--- config.mk ---
export PLATFORM = sky130hd
export DESIGN_NAME = pixel_fifo
export DESIGN_NICKNAME = d
export VERILOG_FILES = /design/src/rtl/pixel_fifo_pkg.sv /design/src/rtl/pixel_fifo_ram.sv /design/src/rtl/pixel_fifo.sv
export SDC_FILE = /design/constraint.sdc
export NUM_CORES = 1
export LEC_CHECK = 0
export BUFFER_PORTS_ARGS = -buffer_cell sky130_fd_sc_hd__buf_2
export CAP_MARGIN = 20
export CORE_ASPECT_RATIO = 0.5
export CORE_UTILIZATION = 35
export DETAILED_ROUTE_END_ITERATION = 16
export PLACE_DENSITY_LB_ADDON = 0.05
export RECOVER_POWER = 50
export SYNTH_ARGS = -nofsm -noshare
export SYNTH_HDL_FRONTEND = slang
export SYNTH_SLANG_ARGS = --single-unit
--- constraint.sdc ---
create_clock -name clk -period 6.2 [get_ports clk]
set_input_delay 0 -clock clk [delete_from_list [all_inputs] [get_ports clk]]
set_output_delay 0 -clock clk [all_outputs]
set_load 0.05 [all_outputs]
--- src/rtl/pixel_fifo_pkg.sv ---
// -----------------------------------------------------------------------------
// pixel_fifo_pkg
// Shared video constants and helpers for the pixel FIFO slice.
//   PIXEL_WIDTH_DEFAULT : default pixel data width in bits
//   level_width()       : bits needed to count 0..depth stored pixels
// -----------------------------------------------------------------------------
package pixel_fifo_pkg;

    localparam int PIXEL_WIDTH_DEFAULT = 8;

    // A level counter must represent the full count DEPTH, hence depth+1 codes.
    function automatic int level_width(input int depth);
        return $clog2(depth + 1);
    endfunction

endpackage

--- src/rtl/pixel_fifo_ram.sv ---
// -----------------------------------------------------------------------------
// pixel_fifo_ram
// Simple dual-port storage for the pixel FIFO: one write port, one registered
// read port, no reset, so it maps onto block RAM.
// Ports:
//   clk     : clock
//   wr_en   : write enable
//   wr_addr : write address
//   wr_data : write data
//   rd_addr : read address (sampled every cycle)
//   rd_data : registered read data (old contents on same-address write)
// -----------------------------------------------------------------------------
module pixel_fifo_ram
    import pixel_fifo_pkg::*;
#(
    parameter int WIDTH = PIXEL_WIDTH_DEFAULT,
    parameter int DEPTH = 16,
    parameter int AW    = $clog2(DEPTH)
) (
    input  logic             clk,
    input  logic             wr_en,
    input  logic [AW-1:0]    wr_addr,
    input  logic [WIDTH-1:0] wr_data,
    input  logic [AW-1:0]    rd_addr,
    output logic [WIDTH-1:0] rd_data
);

    logic [WIDTH-1:0] mem_r [DEPTH];

    // Write port: store the accepted pixel.
    always_ff @(posedge clk) begin
        if (wr_en) begin
            mem_r[wr_addr] <= wr_data;
        end
    end

    // Registered read port, reading unconditionally every cycle.
    always_ff @(posedge clk) begin
        rd_data <= mem_r[rd_addr];
    end

endmodule

--- src/rtl/pixel_fifo.sv ---
// -----------------------------------------------------------------------------
// pixel_fifo
// Single-clock pixel FIFO with one-cycle latency, registered head-of-queue
// output, write-through bypass and almost-full flag.
// Optional feature: define PIXEL_FIFO_WATERMARK_EN to add the `watermark`
// output holding the maximum level reached since reset (not cleared by flush).
// Ports:
//   clk          : clock, rising edge
//   reset        : synchronous reset, active low
//   flush        : synchronous discard of all stored pixels
//   in_write     : upstream offers in_pixel
//   in_pixel     : upstream pixel data
//   in_strobe    : pixel accepted this cycle
//   out_write    : out_pixel valid for downstream
//   out_pixel    : head-of-queue pixel
//   out_strobe   : downstream consumes out_pixel (only meaningful with out_write)
//   level        : number of stored pixels
//   almost_full  : level >= ALMOST_FULL
//   watermark    : (optional) maximum level since reset
// -----------------------------------------------------------------------------
module pixel_fifo
    import pixel_fifo_pkg::*;
#(
    parameter int WIDTH       = PIXEL_WIDTH_DEFAULT,
    parameter int DEPTH       = 16,
    parameter int ALMOST_FULL = DEPTH - 2
) (
    input  logic                          clk,
    input  logic                          reset,
    input  logic                          flush,
    input  logic                          in_write,
    input  logic [WIDTH-1:0]              in_pixel,
    output logic                          in_strobe,
    output logic                          out_write,
    output logic [WIDTH-1:0]              out_pixel,
    input  logic                          out_strobe,
    output logic [level_width(DEPTH)-1:0] level,
    output logic                          almost_full
`ifdef PIXEL_FIFO_WATERMARK_EN
    ,
    output logic [level_width(DEPTH)-1:0] watermark
`endif
);

    localparam int PW = $clog2(DEPTH);
    localparam int LW = level_width(DEPTH);

    // Source of the out_pixel register contents.
    typedef enum logic [1:0] {
        SEL_ZERO = 2'd0,
        SEL_RAM  = 2'd1,
        SEL_BYP  = 2'd2
    } out_sel_e;

    logic [PW-1:0]    wr_ptr_r;
    logic [PW-1:0]    rd_ptr_r;
    logic [PW-1:0]    rd_ptr_next_s;
    logic [LW-1:0]    level_r;
    logic [LW-1:0]    level_next_s;
    logic             push_s;
    logic             pop_s;
    out_sel_e         out_sel_r;
    logic [WIDTH-1:0] byp_pixel_r;
    logic [WIDTH-1:0] ram_q_s;

    // Accepted push/pop for this cycle; reset and flush suppress both.
    always_comb begin
        push_s = 1'b0;
        pop_s  = 1'b0;
        if (reset && !flush) begin
            push_s = in_write && (level_r != LW'(DEPTH));
            pop_s  = out_strobe && (level_r != {LW{1'b0}});
        end else begin
            push_s = 1'b0;
            pop_s  = 1'b0;
        end
    end

    // Read pointer after this edge; also the RAM read address, so the RAM
    // output register always holds the entry that will be the head.
    always_comb begin
        rd_ptr_next_s = rd_ptr_r;
        if (!reset || flush) begin
            rd_ptr_next_s = {PW{1'b0}};
        end else if (pop_s) begin
            rd_ptr_next_s = rd_ptr_r + PW'(1'b1);
        end else begin
            rd_ptr_next_s = rd_ptr_r;
        end
    end

    // Level after this edge; a simultaneous push and pop leaves it unchanged.
    always_comb begin
        level_next_s = level_r;
        case ({push_s, pop_s})
            2'b10:   level_next_s = level_r + LW'(1'b1);
            2'b01:   level_next_s = level_r - LW'(1'b1);
            default: level_next_s = level_r;
        endcase
    end

    pixel_fifo_ram #(
        .WIDTH (WIDTH),
        .DEPTH (DEPTH),
        .AW    (PW)
    ) u_ram (
        .clk     (clk),
        .wr_en   (push_s),
        .wr_addr (wr_ptr_r),
        .wr_data (in_pixel),
        .rd_addr (rd_ptr_next_s),
        .rd_data (ram_q_s)
    );

    // Pointer, level and output-source state.
    always_ff @(posedge clk) begin
        if (!reset) begin
            wr_ptr_r  <= {PW{1'b0}};
            rd_ptr_r  <= {PW{1'b0}};
            level_r   <= {LW{1'b0}};
            out_sel_r <= SEL_ZERO;
        end else if (flush) begin
            wr_ptr_r  <= {PW{1'b0}};
            rd_ptr_r  <= {PW{1'b0}};
            level_r   <= {LW{1'b0}};
            out_sel_r <= SEL_RAM;
        end else begin
            wr_ptr_r <= push_s ? (wr_ptr_r + PW'(1'b1)) : wr_ptr_r;
            rd_ptr_r <= rd_ptr_next_s;
            level_r  <= level_next_s;
            // The RAM read of an address being written this edge returns old
            // data, so the new head comes from the bypass register instead.
            if (push_s && (rd_ptr_next_s == wr_ptr_r)) begin
                out_sel_r <= SEL_BYP;
            end else begin
                out_sel_r <= SEL_RAM;
            end
        end
    end

    // Bypass copy of the incoming pixel; only selected when it is the new head.
    always_ff @(posedge clk) begin
        byp_pixel_r <= in_pixel;
    end

    // Head-of-queue pixel: one of the two registers, or zero after reset.
    always_comb begin
        out_pixel = {WIDTH{1'b0}};
        case (out_sel_r)
            SEL_RAM:  out_pixel = ram_q_s;
            SEL_BYP:  out_pixel = byp_pixel_r;
            default:  out_pixel = {WIDTH{1'b0}};
        endcase
    end

    assign in_strobe   = push_s;
    assign out_write   = reset && !flush && (level_r != {LW{1'b0}});
    assign level       = level_r;
    assign almost_full = reset && (level_r >= LW'(ALMOST_FULL));

`ifdef PIXEL_FIFO_WATERMARK_EN
    logic [LW-1:0] watermark_r;

    // Peak level since reset; flush leaves it untouched.
    always_ff @(posedge clk) begin
        if (!reset) begin
            watermark_r <= {LW{1'b0}};
        end else if (level_next_s > watermark_r) begin
            watermark_r <= level_next_s;
        end else begin
            watermark_r <= watermark_r;
        end
    end

    assign watermark = watermark_r;
`endif

endmodule

Word level (Yosys, flattened, before mapping)
Memories as Yosys holds them, arrays and structs flattened. A register that Yosys moved wholly into a read port is not among the register bits.
Index checks and enable logic that the tools add are counted.
{"block": "op_classes", "mux": 10, "bitwise_logic": 1, "order_cmp": 1, "n_reduce_logical": 12, "n_eq_ne": 6, "addsub": 4}
{"operator": "$pmux W8 S2", "n": 1}
{"operator": "$pmux W5 S2", "n": 1}
{"operator": "$add A4 B1 Y4 const B", "n": 2}
{"operator": "$mux W4", "n": 2}
{"operator": "$logic_and A1 B1 Y1", "n": 6}
{"operator": "$add A5 B1 Y5 const B", "n": 1}
{"operator": "$ge A5 B4 Y1 const B", "n": 1}
{"operator": "$mux W1", "n": 5}
{"operator": "$ne A5 B5 Y1 const B", "n": 1}
{"operator": "$reduce_bool A5 Y1", "n": 1}
{"operator": "$sub A5 B1 Y5 const B", "n": 1}
{"operator": "$eq A2 B1 Y1 const B", "n": 2}
{"operator": "$eq A2 B2 Y1 const B", "n": 2}
{"operator": "$eq A4 B4 Y1", "n": 1}
{"operator": "$logic_not A1 Y1", "n": 2}
{"operator": "$mux W2", "n": 1}
{"operator": "$reduce_bool A2 Y1", "n": 1}
{"operator": "$reduce_or A2 Y1", "n": 1}
{"operator": "$logic_or A1 B1 Y1", "n": 1}
{"operator": "$not A1 Y1", "n": 1}
{"block": "word_totals", "elab_cells": 41, "register_bits": 23, "in_bits": 13, "memories": 1, "ram_bits": 128, "out_inout_bits": 16}
{"memory": "u_ram.mem_r", "depth": 16, "width": 8, "rd": 1, "rd_ports_with_merged_regs": 1, "write_ports": 1, "line": "pixel_fifo_ram.sv:28", "source": "logic [WIDTH-1:0] mem_r [DEPTH];"}

Logic depth before layout (Yosys ltp)
Gate-level depths: netlist of run 1.
{"block": "depth", "ltp_word": 9, "mapped_depth": 16, "ltp_nobuf": 13}

By module
From an unflattened synthesis of run 1, not the netlist that was laid out.
{"block": "hier_totals", "hier_cells": 367, "hier_area_um2": 6363.6}
{"mod": "pixel_fifo_ram", "area_each_um2": 5147.4, "cells_per_inst": 229, "seq_area_each_um2": 4003.8, "instances": 1}
{"mod": "pixel_fifo", "area_each_um2": 1216.2, "cells_per_inst": 138, "seq_area_each_um2": 460.4, "instances": 1}

Worst setup path after synthesis of run 1
No wires, ideal clock.
{"block": "synth_path", "kind": "register to register", "start": "register level_r[2], in the netlist level[2]", "end": "register level_r[4], in the netlist level[4]", "arrival_time_ns": 4.093, "required_ns": 6.130, "setup_time_ns": 0.070, "n_path_buf": 3, "path_slack_ns": 2.037, "stages_incl_launch_ff": 17, "period_less_slack_ns": 4.163, "cell_sequence": "dfxtp_1 buf_2 nor4_4 a21boi_0 and2_1 clkbuf_1 inv_1 ha_1 clkbuf_1 xor2_1 ha_1 o21a_1 o22a_1 a21oi_1 xor2_1 or3_1 a21oi_1"}
{"block": "synth_between", "elab_chain_len": 5, "word_cells_on_any_way": 12, "cone_classes": "add/sub (2); eq/ne (3); mux (3); reduce/logical (4)"}
{"element": "from (decl)", "line": "pixel_fifo.sv:58", "source": "logic [LW-1:0] level_r;"}
{"element": "from (signal assigned)", "line": "pixel_fifo.sv:120", "source": "level_r <= {LW{1'b0}};"}
{"element": "from (signal assigned)", "line": "pixel_fifo.sv:125", "source": "level_r <= {LW{1'b0}};"}
{"element": "from (signal assigned)", "line": "pixel_fifo.sv:130", "source": "level_r <= level_next_s;"}
{"element": "$ne A5 B5 Y1 (*)", "line": "pixel_fifo.sv:71", "source": "push_s = in_write && (level_r != LW'(DEPTH));"}
{"element": "$logic_and A1 B1 Y1 (*)", "line": "pixel_fifo.sv:71"}
{"element": "$mux W1 (*)", "line": "pixel_fifo.sv:70", "source": "if (reset && !flush) begin"}
{"element": "net in_strobe", "line": "pixel_fifo.sv:33", "source": "output logic in_strobe,"}
{"element": "$eq A2 B1 Y1 or $eq A2 B2 Y1 (tied branches)", "line": "pixel_fifo.sv:95", "source": "case ({push_s, pop_s})"}
{"element": "$pmux W5 S2 or $reduce_bool A2 Y1 (tied branches)"}
Mark *: on every way through the listed nets, which the timed path passes. The rest lies on a longest branch.
A chain may end at the register's enable or synchronous reset.

Worst setup path after layout of run 1
{"block": "layout_path", "start": "register level_r[1], in the netlist level[1]", "end": "register level_r[4], in the netlist level[4]"}
{"block": "layout_between", "elab_chain_len": 5, "word_cells_on_any_way": 12, "cone_classes": "add/sub (2); eq/ne (3); mux (3); reduce/logical (4)"}
{"element": "$ne A5 B5 Y1 or $reduce_bool A5 Y1 (tied branches)", "line": "pixel_fifo.sv:71, pixel_fifo.sv:72"}
{"element": "$logic_and A1 B1 Y1 (on tied branches)", "line": "pixel_fifo.sv:71, pixel_fifo.sv:72"}
{"element": "$mux W1", "line": "pixel_fifo.sv:70"}
{"element": "$eq A2 B1 Y1 or $eq A2 B2 Y1 (tied branches)", "line": "pixel_fifo.sv:95"}
{"element": "$pmux W5 S2 or $reduce_bool A2 Y1 (tied branches)"}
Parallel ways exist; a longest one is shown, timed or not.

==> results of run 1 <==
==> routing by layer <==
metal	track usage, %	wire, um	part of all wire (%)
met2	30.3	8550	44
met4	6.22	184	0.94
met1	29.3	10000	51
met5	0	0	0
met3	3.51	733	3.8
==> critical path: stages (launching register included) <==
cell and delay, ns:
dfxtp_1 0.44, nor4_4 0.79, a21boi_0 0.40, and2_1 0.34
inv_1 0.10, ha_1 0.37, xor2_1 0.12, ha_1 0.23
o21a_1 0.17, o22a_1 0.19, a21oi_1 0.17, xor2_1 0.09
or3_1 0.31, a21oi_1 0.14
==> cells in the mapped netlist, drive strengths merged, types with 3 or more instances <==
| library cell | count | area (sq um) |
|---|---|---|
| a211o | 9 | 78.8 |
| a211oi | 3 | 22.5 |
| a21boi | 5 | 37.5 |
| a21o | 3 | 22.5 |
| a21oi | 39 | 195 |
| a22oi | 23 | 173 |
| a311oi | 7 | 61.3 |
| and3 | 8 | 50.1 |
| buf | 17 | 100 |
| clkbuf | 29 | 109 |
| dfxtp | 31 | 621 |
| edfxtp | 128 | 3840 |
| ha | 11 | 138 |
| inv | 10 | 37.5 |
| mux2i | 3 | 30.0 |
| nand2 | 18 | 67.6 |
| nand2b | 5 | 31.3 |
| nand3 | 67 | 335 |
| nor2 | 36 | 135 |
| nor2b | 3 | 18.8 |
| nor3 | 8 | 40.0 |
| o211ai | 3 | 22.5 |
| o21ai | 70 | 358 |
| o22ai | 3 | 18.8 |
| or3 | 3 | 18.8 |
| xnor2 | 8 | 70.1 |
| xor2 | 6 | 52.6 |
==> cells in the final DEF (no fill, tap or decap), drive strengths merged, types with 3 or more instances in the layout <==
cell,Yosys,layout
inv,10,16
a211o,9,9
nand2,18,18
nand2b,5,5
buf,17,14
mux2i,3,3
a22oi,23,23
a211oi,3,3
nor2b,3,3
clkbuf,29,39
clkinvlp,0,4
edfxtp,128,128
a311oi,7,7
nand3,67,67
ha,11,11
o22ai,3,3
o21ai,70,70
and3,8,8
xor2,6,6
nor3,8,8
a21oi,39,39
xnor2,8,8
dlygate4sd3,0,10
nor2,36,36
o211ai,3,3
a21boi,5,5
a21o,3,3
clkinv,1,6
dfxtp,31,31
or3,3,3
==> how the worst max path moves through the flow <==
stage	start	end	slack [ns]	cells after the start
floorplan	level[2]	level[4]	2.04	16
global placement	level[1]	level[4]	2.36	13
detailed placement	level[1]	level[4]	2.27	13
CTS	level[1]	level[4]	2.26	13
global route	level[1]	level[4]	1.95	13
finish	level[1]	level[4]	2.27	13
==> logic make-up after synthesis <==
family                   synth area share, %
XOR/XNOR                                1.77
AND/OR/NAND/NOR                         11.3
buffers and inverters                   3.61
adder cells (fa/ha/maj)                 1.98
AO/OA/AOI/OAI                           16.2
multiplexers                           0.758
flip-flops                              64.4
==> power groups by stage <==
stage	clock, uW	sequential, uW	combinational, uW
after floorplan	0	1190	48.2
after global placement	0	1190	86.6
after detailed placement	0	1190	86.4
after CTS	1050	1160	91.4
after global routing	1090	1160	96.5
final	1030	1160	89.0
==> flip-flops by register name (all words and copies together) (netlist names) <==
signal         cells
wr_ptr_r           4
out_sel_r          2
u_ram.mem_r      128
rd_ptr_r           4
level              5
byp_pixel_r        8
u_ram.rd_data      8
==> timing repair <==
| action | in CTS | in global routing |
|---|---|---|
| setup buffers | 0 | 0 |
| hold buffers | 10 | 0 |
| endpoints found under the hold margin | 62 | 0 |
==> through the flow <==
step / instances / total power [uW] / hold slack [ns] / cell area [sq um] / util (%)
floorplan: 583 / 1230 / 0.0277 / 6940 / -
global placement: 830 / 1270 / 0.292 / 7270 / 38.5
detailed placement: 832 / 1270 / 0.289 / 7290 / 38.6
CTS: 874 / 2300 / 0.0923 / 7960 / 42.2
global route: 874 / 2350 / 0.131 / 7930 / 42.0
finish: 874 / 2290 / 0.0995 / 7930 / 42.0
==> final cells by class <==
class                      instances  area (sq um)  area share (%)
multi-input combinational        367          2260            28.4
sequential                       159          4460            56.3
clock inverter                    15           149            1.88
clock buffer                      17           425            5.36
tap                              259           324            4.09
inverter                          11          41.3           0.521
timing repair buffer              46           270            3.41
==> metrics.cfg, run 1 <==
[run_status]
status=finished clean

[layout]
fill_cells=1803
nets=626
area_delta_synth_final_pct=14.3
n_antenna_cell=0
drive_above_1_share_pct=9.27

[logic_synthesis]
syn-num-nets=607
synth-edff-count=128
syn_avg_cell_area_sq_um=11.9
synthFlopType=edfxtp_1
synthesis.area_sq_mm=0.00694
async_flop_share_pct=0
yosysWarnings=0
synth.ff_latch_count=159
ys_types=52
synth_seq_area_share_pct=64.4
synth_cells=583

[global_routing]
grt_pass1_vias=4541
grt_max_degree=58
grtUsageTotal_pct=20.0
grt_pass1_wl_mm=29.3
overflow=0
antenna_found_initial=0

[hold_path]
min_path_type=in -> reg
min_path_cells=4
min_from=in_write
hold-path-endpoint=wr_ptr_r[0]

[clock_network]
clkTransAtPathRegs_ns=0.07
htree_levels=4
cts.sinks=159
cts.repair.resized=0
numCtsBuffers=17
cts_root_buffer=clkbuf_16
cts_buffer_depth=2
clkLatencyLatePin_ns=0.43
cts_tree=yes

[pwr]
p_sw_share_pct=25.0
power.static_leakage_uw=0.00258
p_comb_share_pct=3.9
seqPwrFrac_pct=50.9
p_sw_uw=572
p_int_uw=1720
cellPowerDensity_mw_per_mm2=288
clock_power_share_pct=45.2
peakVddDrop_v=0.000161

[placement]
globalplace.congestion=0.756
dp_hpwl_mm=12.2
dp_slack_ns=2.27
numPortBuffers=28

[worst_setup_path]
start_kind=flip-flop
r2r-end=level[4]
worstPathArrival_ns=4.28
required_ns=6.55
end_kind=flip-flop
worstReg2RegStart=level[1]
crit_path_max_fanout=14
reg2reg_slack_ns=2.27
crit_type=reg -> reg
reg2regPathDepth=13

[routing]
vias_per_cell=5.52
num_vias=4821
dr.pass1.iters=4
dr.first_iter.drc_count=342
avgRoutedWirePerCell_um=22.3
wirelength_mm=19.5
ant_nets=0
route.detailed.drc=0

[die]
fp.dieH_um=102
rows=35
start_util_pct=36.7
io_pins=29
core_sq_mm=0.0189
dieArea_sq_mm=0.0204
die_w_um=201

[job]
max_cap_viol_count=0

[sta]
timing.fmax_mhz=254
final_hold_viol_count=0
fin_setup_tns_ns=0
relSlewSlack_pct=29.0
fin_crit_sh_pct=63.5
finClkSkew_ns=0.0122
worst_slack_ns=2.27
rsz0062_at_grt=false
setup_viol=0
slew_viol_final=0
fin_crit_ns=3.93
tightest_slew_ns=1.06

Note: power is estimated with default switching activity, not from simulation.
==> inputs of run 2 (changes only) <==
==> constraint.sdc (replaced) <==
create_clock -name clk -period 3.6 [get_ports clk]
set_input_delay 0 -clock clk [delete_from_list [all_inputs] [get_ports clk]]
set_output_delay 0 -clock clk [all_outputs]
set_load 0.05 [all_outputs]
==> metrics.cfg, run 2 (synthesized netlist as in run 1, its figures left out) <==
[global_routing]
overflow=0  ; unchanged
grt_max_degree=57  ; -1.7%
grtUsageTotal_pct=20.3  ; +0.34 points
antenna_found_initial=0  ; unchanged
grt_pass1_wl_mm=30.0  ; +2.5%
grt_pass1_vias=4717  ; +3.9%

[clock_network]
numCtsBuffers=17  ; unchanged
htree_levels=4  ; unchanged
post-cts-setup-buffers=0  ; unchanged
clkLatencyLatePin_ns=0.43  ; about the same
cts_buffer_depth=2  ; unchanged
cts.sinks=159  ; unchanged
cts_tree=yes
cts_root_buffer=clkbuf_16
clkTransAtPathRegs_ns=0.06  ; about the same

[pwr]
p_comb_share_pct=3.8  ; about the same
p_int_uw=3260  ; +90%
p_sw_share_pct=22.0  ; -3.0 points
seqPwrFrac_pct=48.0  ; -2.9 points
p_sw_uw=919  ; +61%
cellPowerDensity_mw_per_mm2=515  ; +79%
total_power_uw=4180  ; +83%
power.static_leakage_uw=0.00271  ; +4.8%
peakVddDrop_v=0.000296  ; +84%
clock_power_share_pct=48.2  ; +3.0 points

[layout]
area_delta_synth_final_pct=16.9
largest_reg_flops=128  ; unchanged
layout_commonest_cell=edfxtp_1
n_antenna_cell=0  ; unchanged
drive_above_1_share_pct=11.8  ; +2.5 points
layout_common_cells=edfxtp_1 (128), o21ai_0 (67), nand3_1 (67)
biggestRegsByFlops=u_ram.mem_r: 128 flops, byp_pixel_r: 8 flops, u_ram.rd_data: 8 flops
largest_register=u_ram.mem_r
fill_cells=1787  ; -0.89%
nets=639  ; +2.1%
final_cell_area_sq_mm=0.00811  ; +2.2%
final_cells=887  ; +1.5%

[worst_setup_path]
worstReg2RegStart=level[1]
critPathMaxStageDelay_ns=0.63  ; -0.16 ns
startpoint=level[1]
critPathBufInv=0  ; -1
start_kind=flip-flop
critPathCapture=level[4]
worstPathArrival_ns=3.53  ; -0.75 ns
cp_slowest_cell=or4_1
reg2reg_slack_ns=0.43  ; -1.84 ns
worst-path-stages=12  ; -1
reg2regPathDepth=12  ; -1
crit_type=reg -> reg
cp_top_family=simple AND/OR/NAND/NOR gates
end_kind=flip-flop
crit_path_max_fanout=11  ; -3
crit_chain=or4_1 > o21ai_2 > nor2_1 > ha_1 > xor2_1 > ha_1 > o21a_1 > o22a_1 > a21oi_1 > xor2_1 > or3_1 > a21oi_1
r2r-end=level[4]
required_ns=3.95  ; -2.60 ns

[job]
max_cap_viol_count=0  ; unchanged

[die]
io_pins=29  ; unchanged
die_w_um=201  ; unchanged
fp.dieH_um=102  ; unchanged
dieArea_sq_mm=0.0204  ; unchanged
rows=35  ; unchanged
start_util_pct=36.7  ; unchanged
core_sq_mm=0.0189  ; unchanged

[sta]
final_hold_viol_count=0  ; unchanged
fin_crit_ns=3.17  ; -0.761 ns
fin_crit_sh_pct=88.1  ; +25 points
finClkSkew_ns=0.0182  ; +0.00602 ns
whs_ns=0.0810  ; -0.0184 ns
fin_setup_tns_ns=0  ; unchanged
tightest_slew_ns=1.09  ; +0.0315 ns
setup_viol=0  ; unchanged
slew_viol_final=0  ; unchanged
timing.fmax_mhz=315  ; +24%
rsz0062_at_grt=false
relSlewSlack_pct=26.9  ; -2.1 points

[routing]
num_vias=4953  ; +2.7%
dr.first_iter.drc_count=466  ; +36%
route.detailed.drc=0  ; unchanged
ant_nets=0  ; unchanged
vias_per_cell=5.58  ; +1.2%
dr.pass1.iters=5  ; +1
wirelength_mm=19.8  ; +1.6%
avgRoutedWirePerCell_um=22.4  ; about the same

[placement]
dpl.cell_count=845  ; +1.6%
globalplace.congestion=0.787  ; +4.1%
dpl_cell_area_sq_mm=0.00738  ; +1.3%
numPortBuffers=28  ; unchanged
dp_hpwl_mm=12.2  ; -0.16%

[hold_path]
min_path_cells=4  ; unchanged
min_path_type=in -> reg

[run_status]
status=finished clean

==> run 2: cell types whose count changed in the layout (fill, tap and decap cells not counted), sizes merged <==
cell	change
bufinv	+4
clkinvlp	-4
clkinv	-2
buf	+16
inv	-1
==> run 2: power by group through the flow <==
stage / clock [uW] / sequential, uW / combinational (uW)
6_report: 2020 / 2000 / 160
2_1_floorplan: 0 / 2040 / 83.2
3_3_place_gp: 0 / 2040 / 155
3_5_place_dp: 0 / 2040 / 155
4_1_cts: 2030 / 2000 / 163
5_1_grt: 2120 / 2000 / 174
==> run 2: worst min path at each step <==
stage                startpoint             end  slack [ns]
floorplan           in_pixel[0]  byp_pixel_r[0]        0.03
global placement          reset    out_sel_r[0]        0.29
detailed placement  in_pixel[6]  byp_pixel_r[6]        0.30
CTS                    in_write     wr_ptr_r[0]        0.08
global route           in_write     wr_ptr_r[0]        0.12
finish                 in_write     wr_ptr_r[0]        0.08
==> run 2: layer usage <==
metal  share of wire (%)  global-route usage, %  wire length (um)
met5                   0                      0                 0
met4                0.78                   4.64               155
met3                 6.0                   4.63              1190
met2                  44                   31.1              8740
met1                  49                   29.4              9730
==> run 2: stage by stage <==
step / util (%) / setup slack (ns)
after floorplan: - / 0.0309
after global routing: 43.0 / 0.223
after CTS: 43.1 / 0.507
after detailed placement: 39.1 / 0.525
final: 43.0 / 0.427
after global placement: 39.1 / 0.557
==> run 2: cell type report <==
class | instances | area [sq um] | area share, %
Clock buffer | 20 | 457 | 5.63
Clock inverter | 12 | 195 | 2.41
Inverter | 11 | 41.3 | 0.509
Multi-Input combinational cell | 367 | 2250 | 27.7
Sequential cell | 159 | 4470 | 55.1
Tap cell | 259 | 324 | 4.00
Timing Repair Buffer | 59 | 374 | 4.61
==> run 2: tightest hold or removal path, cell delays in order <==
cell      delay [ns]
buf_2           0.10
a21boi_1        0.17
xnor2_1         0.15
nor2_1          0.04
==> run 2: timing repair <==
item	in CTS	in global routing
hold endpoints to repair	39	0
gates resized for setup	0	0
hold buffers	10	0
